===== src/rtl/addsub_pkg.sv =====
// Shared command encodings and output-stage state type for the add/sub accumulator.
package addsub_pkg;

    typedef enum logic [1:0] {
        CMD_CLEAR = 2'b00,
        CMD_LOAD  = 2'b01,
        CMD_ADD   = 2'b10,
        CMD_SUB   = 2'b11
    } cmd_e;

    typedef enum logic {
        EMPTY = 1'b0,
        FULL  = 1'b1
    } state_e;

endpackage


===== src/rtl/addsub_core.sv =====
// Combinational N-bit ripple adder-subtractor: s = a + (b ^ {N{sub}}) + sub.
module addsub_core #(
    parameter int unsigned N = 4
) (
    input  logic [N-1:0] a,
    input  logic [N-1:0] b,
    input  logic         sub,
    output logic [N-1:0] s,
    output logic         cout,
    output logic         ovf
);

    logic [N-1:0] bx;
    logic [N:0]   c;

    always_comb begin
        bx   = b ^ {N{sub}};
        c    = '0;
        c[0] = sub;
        s    = '0;
        for (int unsigned i = 0; i < N; i++) begin
            s[i]   = a[i] ^ bx[i] ^ c[i];
            c[i+1] = (a[i] & bx[i]) | (c[i] & (a[i] ^ bx[i]));
        end
        cout = c[N];
        // Signed overflow: operands agree in sign but the result does not.
        ovf  = (a[N-1] == bx[N-1]) && (s[N-1] != a[N-1]);
    end

endmodule


===== src/rtl/addsub_accumulator.sv =====
// Back-pressured accumulator stage (CLEAR/LOAD/ADD/SUB) around addsub_core.
// Define ADDSUB_ACC_SATURATE_EN to saturate acc on signed overflow instead of wrapping.
module addsub_accumulator
    import addsub_pkg::*;
#(
    parameter int unsigned N     = 4,
    parameter int unsigned CNT_W = 8
) (
    input  logic             clk,
    input  logic             rst,
    input  logic             in_valid,
    output logic             in_ready,
    input  logic [1:0]       in_cmd,
    input  logic [N-1:0]     in_data,
    output logic             out_valid,
    input  logic             out_ready,
    output logic [N-1:0]     acc,
    output logic             cout,
    output logic             ovf,
    output logic             zero,
    output logic [CNT_W-1:0] op_cnt
);

    state_e           state_q;
    logic [N-1:0]     acc_q, acc_d;
    logic             cout_q, cout_d;
    logic             ovf_q, ovf_d;
    logic             zero_q, zero_d;
    logic [CNT_W-1:0] cnt_q;
    logic             accept;
    logic             sub;
    logic [N-1:0]     core_s;
    logic             core_cout, core_ovf;

    assign out_valid = (state_q == FULL);
    assign in_ready  = !out_valid || out_ready;
    assign accept    = in_valid && in_ready;
    assign sub       = (in_cmd == CMD_SUB);

    addsub_core #(.N(N)) u_core (
        .a    (acc_q),
        .b    (in_data),
        .sub  (sub),
        .s    (core_s),
        .cout (core_cout),
        .ovf  (core_ovf)
    );

    always_comb begin
        acc_d  = '0;
        cout_d = 1'b0;
        ovf_d  = 1'b0;
        case (in_cmd)
            CMD_CLEAR: acc_d = '0;
            CMD_LOAD:  acc_d = in_data;
            default: begin
                acc_d  = core_s;
                cout_d = core_cout;
                ovf_d  = core_ovf;
`ifdef ADDSUB_ACC_SATURATE_EN
                // Clamp toward the sign of the accumulator operand.
                if (core_ovf) begin
                    acc_d = acc_q[N-1] ? {1'b1, {(N-1){1'b0}}} : {1'b0, {(N-1){1'b1}}};
                end
`endif
            end
        endcase
        zero_d = (acc_d == '0);
    end

    always_ff @(posedge clk or posedge rst) begin
        if (rst) begin
            state_q <= EMPTY;
            acc_q   <= '0;
            cout_q  <= 1'b0;
            ovf_q   <= 1'b0;
            zero_q  <= 1'b1;
            cnt_q   <= '0;
        end else if (accept) begin
            state_q <= FULL;
            acc_q   <= acc_d;
            cout_q  <= cout_d;
            ovf_q   <= ovf_d;
            zero_q  <= zero_d;
            cnt_q   <= cnt_q + CNT_W'(1);
        end else if (out_ready) begin
            state_q <= EMPTY;
        end
    end

    assign acc    = acc_q;
    assign cout   = cout_q;
    assign ovf    = ovf_q;
    assign zero   = zero_q;
    assign op_cnt = cnt_q;

endmodule


===== config.mk =====
export PLATFORM = sky130hd
export DESIGN_NAME = addsub_accumulator
export DESIGN_NICKNAME = d
export VERILOG_FILES = /design/src/rtl/addsub_pkg.sv /design/src/rtl/addsub_core.sv /design/src/rtl/addsub_accumulator.sv
export SDC_FILE = /design/constraint.sdc
export NUM_CORES = 1
export LEC_CHECK = 0
export ABC_CLOCK_PERIOD_IN_PS = 2800
export BUFFER_PORTS_ARGS = -buffer_cell sky130_fd_sc_hd__buf_2
export CORE_MARGIN = 5
export CORE_UTILIZATION = 50
export DETAILED_ROUTE_END_ITERATION = 10
export PLACE_DENSITY = 0.89
export SYNTH_ARGS = -nofsm -noshare
export SYNTH_HDL_FRONTEND = slang
export SYNTH_SLANG_ARGS = --single-unit

===== constraint.sdc =====
create_clock -name clk -period 2.8 [get_ports clk]
set_clock_uncertainty 0.05 [all_clocks]
set_input_delay 0.28 -clock clk [delete_from_list [all_inputs] [get_ports clk]]
set_output_delay 0.28 -clock clk [all_outputs]
set_load 0.1 [all_outputs]

==> summary.md, run 1 <==
| Metric | Value |
|---|---|
| Status | complete, but fails checks |
| Failing checks | hold timing |
| Post-CTS setup buffers | 0 |
| RSZ-0062 raised after global routing | no |
| Max-slew headroom | around three fifths |
| Count of input and output buffers | 26 |
| Hold_buf cts | 0 |
| Largest net degree at the start of global routing | 19 |
| Sequential fraction of the synthesis area | roughly 44% |
| Antenna violations before repair | 0 |
| Main combinational cell family by area after synthesis | simple AND/OR/NAND/NOR gates |
| Clock buffer depth | 2 |
| Reg2Reg Depth | 7 |
| Worst skew pair latency | 0.28 ns |
| Dpl hpwl | 1.56 mm |
| Post-synthesis mux area share | 0% |
| Post-Synth Simple-Gate Area | between 10% and 20% |
| Worst path slowest cell | fa_1 |
| Layout cells sized above 1 | 31.9% |
| First-pass GRT wire length | 3.31 mm |
| GRT Total Usage | ~17% |
| Initial drt markers | 5 |
| Sequential Area | 404 µm² |
| Worst-Margin Slew | 0.588 ns |
| Ant. Diodes | 0 |
| Distinct cells, synth | 30 |
| Quantity of gates resized following cts | 0 |
| Core Area | 1750 µm² |
| CTS root buffer | clkbuf_4 |
| Syn nets | 105 |
| Arrival time worst endpoint | between 2 and 3 ns |
| Synthesized flop and latch total | 16 |
| R2r startpoint | acc[0]$_DFFE_PP0P_ |
| Clock slew at reported path FFs | around 0.10 ns |
| Area of the multi-input gates | 468 µm² |
| Area contributors post-synth | dfrtp_1, fa_1, xor2_1, nand2_1, xnor2_1 |
| Crit end category | flip-flop |
| Final antenna-violating net count | 0 |
| Initial Utilization | 52.8% |
| Max Slew Vio Count | 0 |
| Vias in the first global route | 718 |
| Hold crit path type | primary input to async pin |
| Final setup fails | 0 |
| Fillers | approximately 150 |
| Crit path kind | flip-flop to flip-flop |
| Final min period | 2.51 ns |
| Adder-Cell Fraction of Synth Area | a little under a tenth |
| Area Overhead vs Synth | 19.0% |
| Xor and xnor fraction of the mapped netlist area | between 10% and 20% |
| Share of Yosys cell area claimed by the top area cell type | 40.7% |
| CTS tree | built |
| Area leader, netlist | dfrtp_1 |
| Pre-antenna DRT Iters | 4 |
| Crit-path max FO | 7 |
| Mean Syn Cell Area | slightly above 10 µm² |
| Final TNS setup | 0 ns |
| CP delay by family, top | adder cells |
| Clock sink total | 16 |
| R2r setup slk | between 0.2 and 0.3 ns |
| Die ar. | 2800 µm² |
| Die X-Extent | approximately 53 µm |
| Worst setup SP type | flip-flop |
| Clock H-tree levels | 1 |
| Post-route clock period utilization | 89.7% |
| Drt via density | 5.10 |
| Most frequent CP cell | fa_1 |
| Final nets | 135 |
| Mapped cell area | 922 µm² |
| Yosys warnings | 0 |
| Drt wl/cell | 14.1 µm |
| Worst R2R End | zero$_DFFE_PP1P_ |
| Hold Fails Final Rpt | 15 |
| Hold WS | -0.0100 ns |
| GPL Wtd Cong | just under 0.9 |
| Crit-path cells | a21oi_1 > fa_1 > fa_1 > fa_1 > a31oi_1 > o21ai_0 > a32o_1 |
| Number of buffers created by CTS | 3 |
| Num rows | 15 |
| Overflow after GRT | 0 |
| CP max stage delay | 0.52 ns |
| Fmax | 0.398 GHz |
| Compound-Gate Fraction of Synth Area | between 10% and 20% |
| Final WL | 2.04 mm |
| DRC violations left | 0 |
| Worst EP required | roughly 3 ns |
| Vias post-DR | 735 |
| WP buf/inv | 0 |
| Die Ht | 52.9 µm |
| Cells after synthesis | 90 |
| Max-cap violations | 0 |
| Num ports | 27 |
==> cell families (layout without fill, tap and decap cells) <==
family / after synthesis / in the layout
AOI/OAI and AO/OA: 18 / 18
xor gates and xnor gates: 11 / 11
adders and majority gates: 5 / 5
buffers and inverters: 10 / 39
DFF: 16 / 16
and+or+nand+nor: 30 / 30
==> worst register-to-register path, cell delays in order, from the launching register on <==
cell and delay, ns:
dfrtp_2 0.43, a21oi_1 0.11, fa_1 0.40, fa_1 0.40
fa_1 0.52, a31oi_1 0.19, o21ai_0 0.12, a32o_1 0.23
==> synth_stat cells (all sizes together) <==
| master | number |
|---|---|
| dfstp | 1 |
| o41ai | 1 |
| inv | 8 |
| nor3 | 2 |
| nand2 | 13 |
| nor2 | 6 |
| a21oi | 4 |
| xnor2 | 5 |
| a31oi | 2 |
| a221oi | 2 |
| a22o | 1 |
| o21ai | 4 |
| a32o | 1 |
| nand4 | 2 |
| and2 | 1 |
| dfrtp | 15 |
| o21a | 1 |
| nand2b | 2 |
| and2b | 1 |
| nand3 | 1 |
| ha | 2 |
| o31ai | 2 |
| fa | 3 |
| nor2b | 1 |
| and3 | 1 |
| xor2 | 6 |
| buf | 2 |
==> sequential cells by signal, indices dropped and copies added, names as in the netlist <==
name,cells
op_cnt,8
acc,4
cout,1
out_valid,1
ovf,1
zero,1
==> layout by cell type, fill, tap and decap left out, types with 2 or more instances in the layout <==
cell and count:
nand2_1 12, nand4_1 2, buf_2 26, a31oi_1 2, nor2_1 6, dfrtp_2 2
xnor2_1 5, o21ai_0 4, ha_1 2, o31ai_1 2, a221oi_1 2, fa_1 3
a21oi_1 4, clkbuf_4 3, xor2_1 6, dfrtp_1 13, inv_1 8
==> through the flow <==
stage	instances	utilization (%)	worst slack, ns	cell area (µm²)	hold slack [ns]
after global routing	144	62.9	0.143	1100	0.0434
final	144	62.9	0.289	1100	-0.0100
after global placement	140	61.4	0.174	1070	0.322
after floorplan	90	-	0.0834	925	0.143
after detailed placement	140	61.4	0.0241	1070	0.333
after CTS	144	62.9	0.292	1100	0.0148
==> metal layers <==
metal | share of wire, % | vias to the layer above | GRT usage [%] | wire (µm)
met3 | 3.6 | 6 | 3.38 | 73
met5 | 0 | - | 0 | 0
met4 | 2.2 | 0 | 6.38 | 44
li1 | - | 359 | - | -
met2 | 53 | 15 | 28.3 | 1090
met1 | 41 | 355 | 20.1 | 830
==> worst max path at each step <==
stage / startpoint / to / slack, ns / cells after the start
after floorplan: acc[0]$_DFFE_PP0P_ / acc[3]$_DFFE_PP0P_ / 0.08 / 7
after global placement: in_cmd[0] / acc[3]$_DFFE_PP0P_ / 0.17 / 9
after detailed placement: in_cmd[0] / acc[3]$_DFFE_PP0P_ / 0.02 / 9
after CTS: acc[0]$_DFFE_PP0P_ / acc[3]$_DFFE_PP0P_ / 0.29 / 7
after global routing: acc[0]$_DFFE_PP0P_ / zero$_DFFE_PP1P_ / 0.14 / 7
final: acc[0]$_DFFE_PP0P_ / zero$_DFFE_PP1P_ / 0.29 / 7
==> layout make-up <==
type	instances	share of cell area, %
Clock buffer	4	2.39
Tap cell	25	2.85
Multi-Input combinational cell	64	42.6
Inverter	8	2.74
Timing Repair Buffer	27	12.5
Sequential cell	16	36.8
Power of run 1 is left out: the tool's default activity adds up to more than one toggle a clock period on the data nets, which glitch-free logic cannot reach.
==> run 2: changes to the inputs <==
- CORE_ASPECT_RATIO: not set -> 1.1
==> run 2 against run 1 <==
Compared with the run above: sequential share of layout area decreased by 0.37 points; clock-buffer cell count unchanged; worst setup slack improved by 0.039 ns; wire length is 6.0% lower; the run now ends clean; highest routed layer unchanged.
==> summary.md, run 2 (synthesized netlist as in run 1, its figures left out) <==
| Metric | Value |
|---|---|
| Final WL | 1.91 mm (-6.0%) |
| DRC violations left | 0 (unchanged) |
| Fmax | 0.405 GHz (+1.6%) |
| Final setup fails | 0 (unchanged) |
| Crit-path max FO | 7 (unchanged) |
| Worst setup SP type | flip-flop |
| Final setup margin | 0.329 ns (+0.0393 ns) |
| Post-route clock period utilization | 88.3% (-1.4 points) |
| First-pass GRT wire length | 3.31 mm (unchanged) |
| Worst EP required | 2.92 ns (-0.05 ns) |
| Status | finished clean |
| Die X-Extent | 50.9 µm (-3.8%) |
| Clock slew at reported path FFs | 0.09 ns (about the same) |
| R2r setup slk | 0.33 ns (+0.04 ns) |
| Initial Utilization | 52.3% (-0.49 points) |
| Clock H-tree levels | 1 (unchanged) |
| Die ar. | 2800 µm² (about the same) |
| Pre-antenna DRT Iters | 5 (+1) |
| Num ports | 27 (unchanged) |
| Hold Fails Final Rpt | 0 (-15) |
| Crit end category | flip-flop |
| Die Ht | 55.0 µm (+4.0%) |
| Crit path kind | flip-flop to flip-flop |
| Count of input and output buffers | 26 (unchanged) |
| Num rows | 16 (+1) |
| Ant. Diodes | 0 (unchanged) |
| Max Slew Vio Count | 0 (unchanged) |
| R2r startpoint | acc[0]$_DFFE_PP0P_ |
| Layout cells sized above 1 | 32.5% (+0.57 points) |
| CTS tree | built |
| Worst skew pair latency | 0.29 ns (about the same) |
| Largest net degree at the start of global routing | 19 (unchanged) |
| Final nets | 136 (+0.74%) |
| Crit. Startpoint | acc[0]$_DFFE_PP0P_ |
| Drt wl/cell | 13.9 µm (-2.0%) |
| Clock sink total | 16 (unchanged) |
| Place WS | 0.0671 ns (+0.0430 ns) |
| Vias post-DR | 746 (+1.5%) |
| GPL Wtd Cong | 0.839 (-4.1%) |
| Most frequent cells in the layout | buf_2, dfrtp_1, nand2_1 |
| Final antenna-violating net count | 0 (unchanged) |
| Core Area | 1760 µm² (+0.93%) |
| Antenna violations before repair | 0 (unchanged) |
| Worst-Margin Slew | 0.583 ns (-0.00553 ns) |
| Critical path endpoint | acc[3]$_DFFE_PP0P_ |
| CTS root buffer | clkbuf_4 |
| Post-CTS setup buffers | 0 (unchanged) |
| Fillers | 159 (+4.6%) |
| Post-layout util | 62.9% (about the same) |
| Hold crit path type | primary input to flip-flop |
| Initial drt markers | 24 (+19) |
| Max-slew headroom | 61.1% (+0.37 points) |
| Largest register FFs | 8 (unchanged) |
| Drt via density | 5.41 (+5.9%) |
| Reg2Reg Depth | 7 (unchanged) |
| Most common cell after layout, fill and taps aside | buf_2 |
| RSZ-0062 raised after global routing | no |
| Dpl hpwl | 1.50 mm (-3.9%) |
| Arrival time worst endpoint | 2.60 ns (-0.08 ns) |
| Overflow after GRT | 0 (unchanged) |
| Max-cap violations | 0 (unchanged) |
| GRT Total Usage | 15.5% (-1.0 points) |
| Worst Min Path Start | in_valid |
| Clock buffer depth | 2 (unchanged) |
| Number of buffers created by CTS | 3 (unchanged) |
| Worst R2R End | acc[3]$_DFFE_PP0P_ |
| Final TNS setup | 0 ns (unchanged) |
| Final min period | 2.47 ns (-0.0393 ns) |
| Area Overhead vs Synth | 20.2% |
| Vias in the first global route | 780 (+8.6%) |
run 2: changes by cell type in the layout (fill, tap and decap cells not counted), sizes merged:
cell         change
dlygate4sd3      +1
run 2: layout make-up:
type / instances / area (µm²) / share of cell area, %
clock buffer: 4 / 36.3 / 3.27
timing repair buffer: 28 / 148 / 13.3
tap: 18 / 22.5 / 2.03
inverter: 8 / 30.0 / 2.71
multi-input combinational: 64 / 468 / 42.2
sequential: 16 / 404 / 36.5
run 2: worst max-delay path, cell delays in order (launching register included):
cell and delay (ns):
dfrtp_2 0.42, a21oi_1 0.10, fa_1 0.39, fa_1 0.39
fa_1 0.58, inv_1 0.06, a221oi_1 0.29, a21oi_1 0.07
run 2: worst min path at each step:
stage	to	slack, ns	cells after the start
4_1_cts	out_valid$_DFFE_PP0P_	0.19	2
6_report	out_valid$_DFFE_PP0P_	0.19	2
3_5_place_dp	out_valid$_DFFE_PP0P_	0.32	2
2_1_floorplan	acc[2]$_DFFE_PP0P_	0.14	1
3_3_place_gp	out_valid$_DFFE_PP0P_	0.32	2
5_1_grt	out_valid$_DFFE_PP0P_	0.21	2
run 2: what timing repair did:
item | 4_1_cts | 5_1_grt
gates resized for setup | 0 | 0
hold buffers | 1 | 0
hold endpoints to repair | 8 | 0
run 2: per-layer routing:
| metal | share of wire, % | routed length, µm | GRT usage, % | vias up |
|---|---|---|---|---|
| li1 | - | - | - | 361 |
| met1 | 42 | 813 | 17.3 | 359 |
| met2 | 50 | 957 | 28.5 | 24 |
| met3 | 6.5 | 124 | 2.95 | 2 |
| met5 | 0 | 0 | 0 | - |
| met4 | 0.94 | 18 | 7.23 | 0 |
run 2: per-stage QoR:
step / hold WS, ns / instances / instance area, µm²
after floorplan: 0.143 / 90 / 925
after CTS: 0.190 / 138 / 1110
after global placement: 0.316 / 133 / 1060
after global routing: 0.212 / 138 / 1110
after detailed placement: 0.321 / 133 / 1060
final: 0.193 / 138 / 1110
Power of run 2 is left out for the same reason.
==> run 3: changes to the inputs <==
- CTS_BUF_LIST: not set -> sky130_fd_sc_hd__clkbuf_8
==> run 3 against run 2 <==
Compared with the run above: final area increased by 0.79%; critical path depth increased by 2; first-iteration DRC count decreased by 38%; register-to-register slack about the same; final cell count decreased by 0.72%; global-route usage increased by 0.52 points; worst setup slack improved by 0.0039 ns; flip-flop and latch count unchanged; wire length increased by 0.42%; hold slack got worse by 0.16 ns; critical path type is now primary input to flip-flop; critical endpoint unchanged.
==> summary.md, run 3 (synthesized netlist as in run 1, its figures left out) <==
| Metric | Value |
|---|---|
| Status | finished clean |
| Most frequent cells in the layout | buf_2, dfrtp_1, nand2_1 |
| Clock buffer depth | 2 (unchanged) |
| Core Area | 1760 µm² (unchanged) |
| Area Overhead vs Synth | 21.2% |
| Quantity of gates resized following cts | 0 (unchanged) |
| Final setup fails | 0 (unchanged) |
| Number of buffers created by CTS | 3 (unchanged) |
| DRC violations left | 0 (unchanged) |
| Crit path kind | primary input to flip-flop |
| Hold Fails Final Rpt | 0 (unchanged) |
| Worst-Margin Slew | 0.582 ns (-0.000453 ns) |
| Hold_buf cts | 0 (-1) |
| Final WL | 1.92 mm (+0.42%) |
| CTS root buffer | clkbuf_8 |
| Final nets | 135 (-0.74%) |
| Final antenna-violating net count | 0 (unchanged) |
| Initial Utilization | 52.3% (unchanged) |
| Initial drt markers | 15 (-38%) |
| Ant. Diodes | 0 (unchanged) |
| Clock slew at reported path FFs | 0.06 ns (-0.03 ns) |
| Antenna violations before repair | 0 (unchanged) |
| Die X-Extent | 50.9 µm (unchanged) |
| Max-cap violations | 0 (unchanged) |
| Largest register FFs | 8 (unchanged) |
| Max Slew Vio Count | 0 (unchanged) |
| Crit end category | flip-flop |
| Num rows | 16 (unchanged) |
| Worst skew pair latency | 0.25 ns (-0.04 ns) |
| CTS tree | built |
| Count of input and output buffers | 26 (unchanged) |
| Hold crit path type | primary input to async pin |
| Post-CTS setup buffers | 0 (unchanged) |
| Post-route clock period utilization | 88.1% (-0.14 points) |
| Arrival time worst endpoint | 2.55 ns (-0.05 ns) |
| Vias post-DR | 738 (-1.1%) |
| Clock H-tree levels | 1 (unchanged) |
| Num ports | 27 (unchanged) |
| Drt wl/cell | 14.0 µm (+1.2%) |
| Final TNS setup | 0 ns (unchanged) |
| Hold WS | 0.0311 ns (-0.162 ns) |
| Largest net degree at the start of global routing | 19 (unchanged) |
| Die ar. | 2800 µm² (unchanged) |
| Pre-antenna DRT Iters | 4 (-1) |
| Dpl hpwl | 1.50 mm (unchanged) |
| First-pass GRT wire length | 3.35 mm (+1.2%) |
| Worst EP required | 2.88 ns (-0.04 ns) |
| Drt via density | 5.39 (-0.35%) |
| Clock sink total | 16 (unchanged) |
| RSZ-0062 raised after global routing | no |
| Fmax | 0.405 GHz (+0.16%) |
| Final min period | 2.47 ns (-0.00386 ns) |
| Die Ht | 55.0 µm (unchanged) |
| Most common cell after layout, fill and taps aside | buf_2 |
| Overflow after GRT | 0 (unchanged) |
| Crit-path max FO | 4 (-3) |
| GPL Wtd Cong | 0.839 (unchanged) |
| Worst setup SP type | primary input |
| Max-slew headroom | 61.1% (about the same) |
| Vias in the first global route | 782 (+0.26%) |
| GRT Total Usage | 16.0% (+0.52 points) |
| Layout cells sized above 1 | 32.8% (+0.27 points) |
## run 3: changes by cell type in the layout (fill, tap and decap cells not counted)
| cell | change |
|---|---|
| dlygate4sd3_1 | -1 |
| clkbuf_4 | -3 |
| clkbuf_8 | +3 |
## run 3: per-stage QoR
stage	cells	area [µm²]	util (%)	worst slack, ns
finish	137	1120	63.4	0.333
global route	137	1120	63.4	0.205
CTS	137	1120	63.4	0.324
detailed placement	133	1060	60.3	0.0671
global placement	133	1060	60.3	0.179
floorplan	90	925	-	0.0834
## run 3: final cells by class
cell class / count / area (µm²)
clock buffer: 4 / 55.1
fill: 165 / 644
inverter: 8 / 30.0
multi-input combinational: 64 / 468
sequential: 16 / 404
tap: 18 / 22.5
timing repair buffer: 27 / 138
## run 3: worst max-delay path, stage by stage
cell and delay, ns:
buf_2 0.12, nand2_1 0.14, xor2_1 0.19, fa_1 0.42, fa_1 0.39, fa_1 0.58, inv_1 0.06, a221oi_1 0.29
a21oi_1 0.07
## run 3: final timing paths
check	depth (start not counted)	slack, ns	end	start
worst max-delay path	9	0.33	acc[3]$_DFFE_PP0P_	in_cmd[0]
worst min-delay path	2	0.03	op_cnt[6]$_DFFE_PP0P_	rst
worst max register to register	7	0.34	acc[3]$_DFFE_PP0P_	acc[0]$_DFFE_PP0P_
worst min register to register	1	0.43	op_cnt[7]$_DFFE_PP0P_	op_cnt[7]$_DFFE_PP0P_
max in group asynchronous	2	2.26	acc[0]$_DFFE_PP0P_	rst
min in group clk	2	0.24	out_valid$_DFFE_PP0P_	in_valid
## run 3: layer usage
metal  vias up  wire, µm  track usage (%)  part of all wire (%)
met2        27       967             28.9                    50
met3         4       140             4.56                   7.3
met4         0        34             8.51                   1.8
met5         -         0                0                     0
li1        360         -                -                     -
met1       347       779             16.9                    41
Power of run 3 is left out for the same reason.
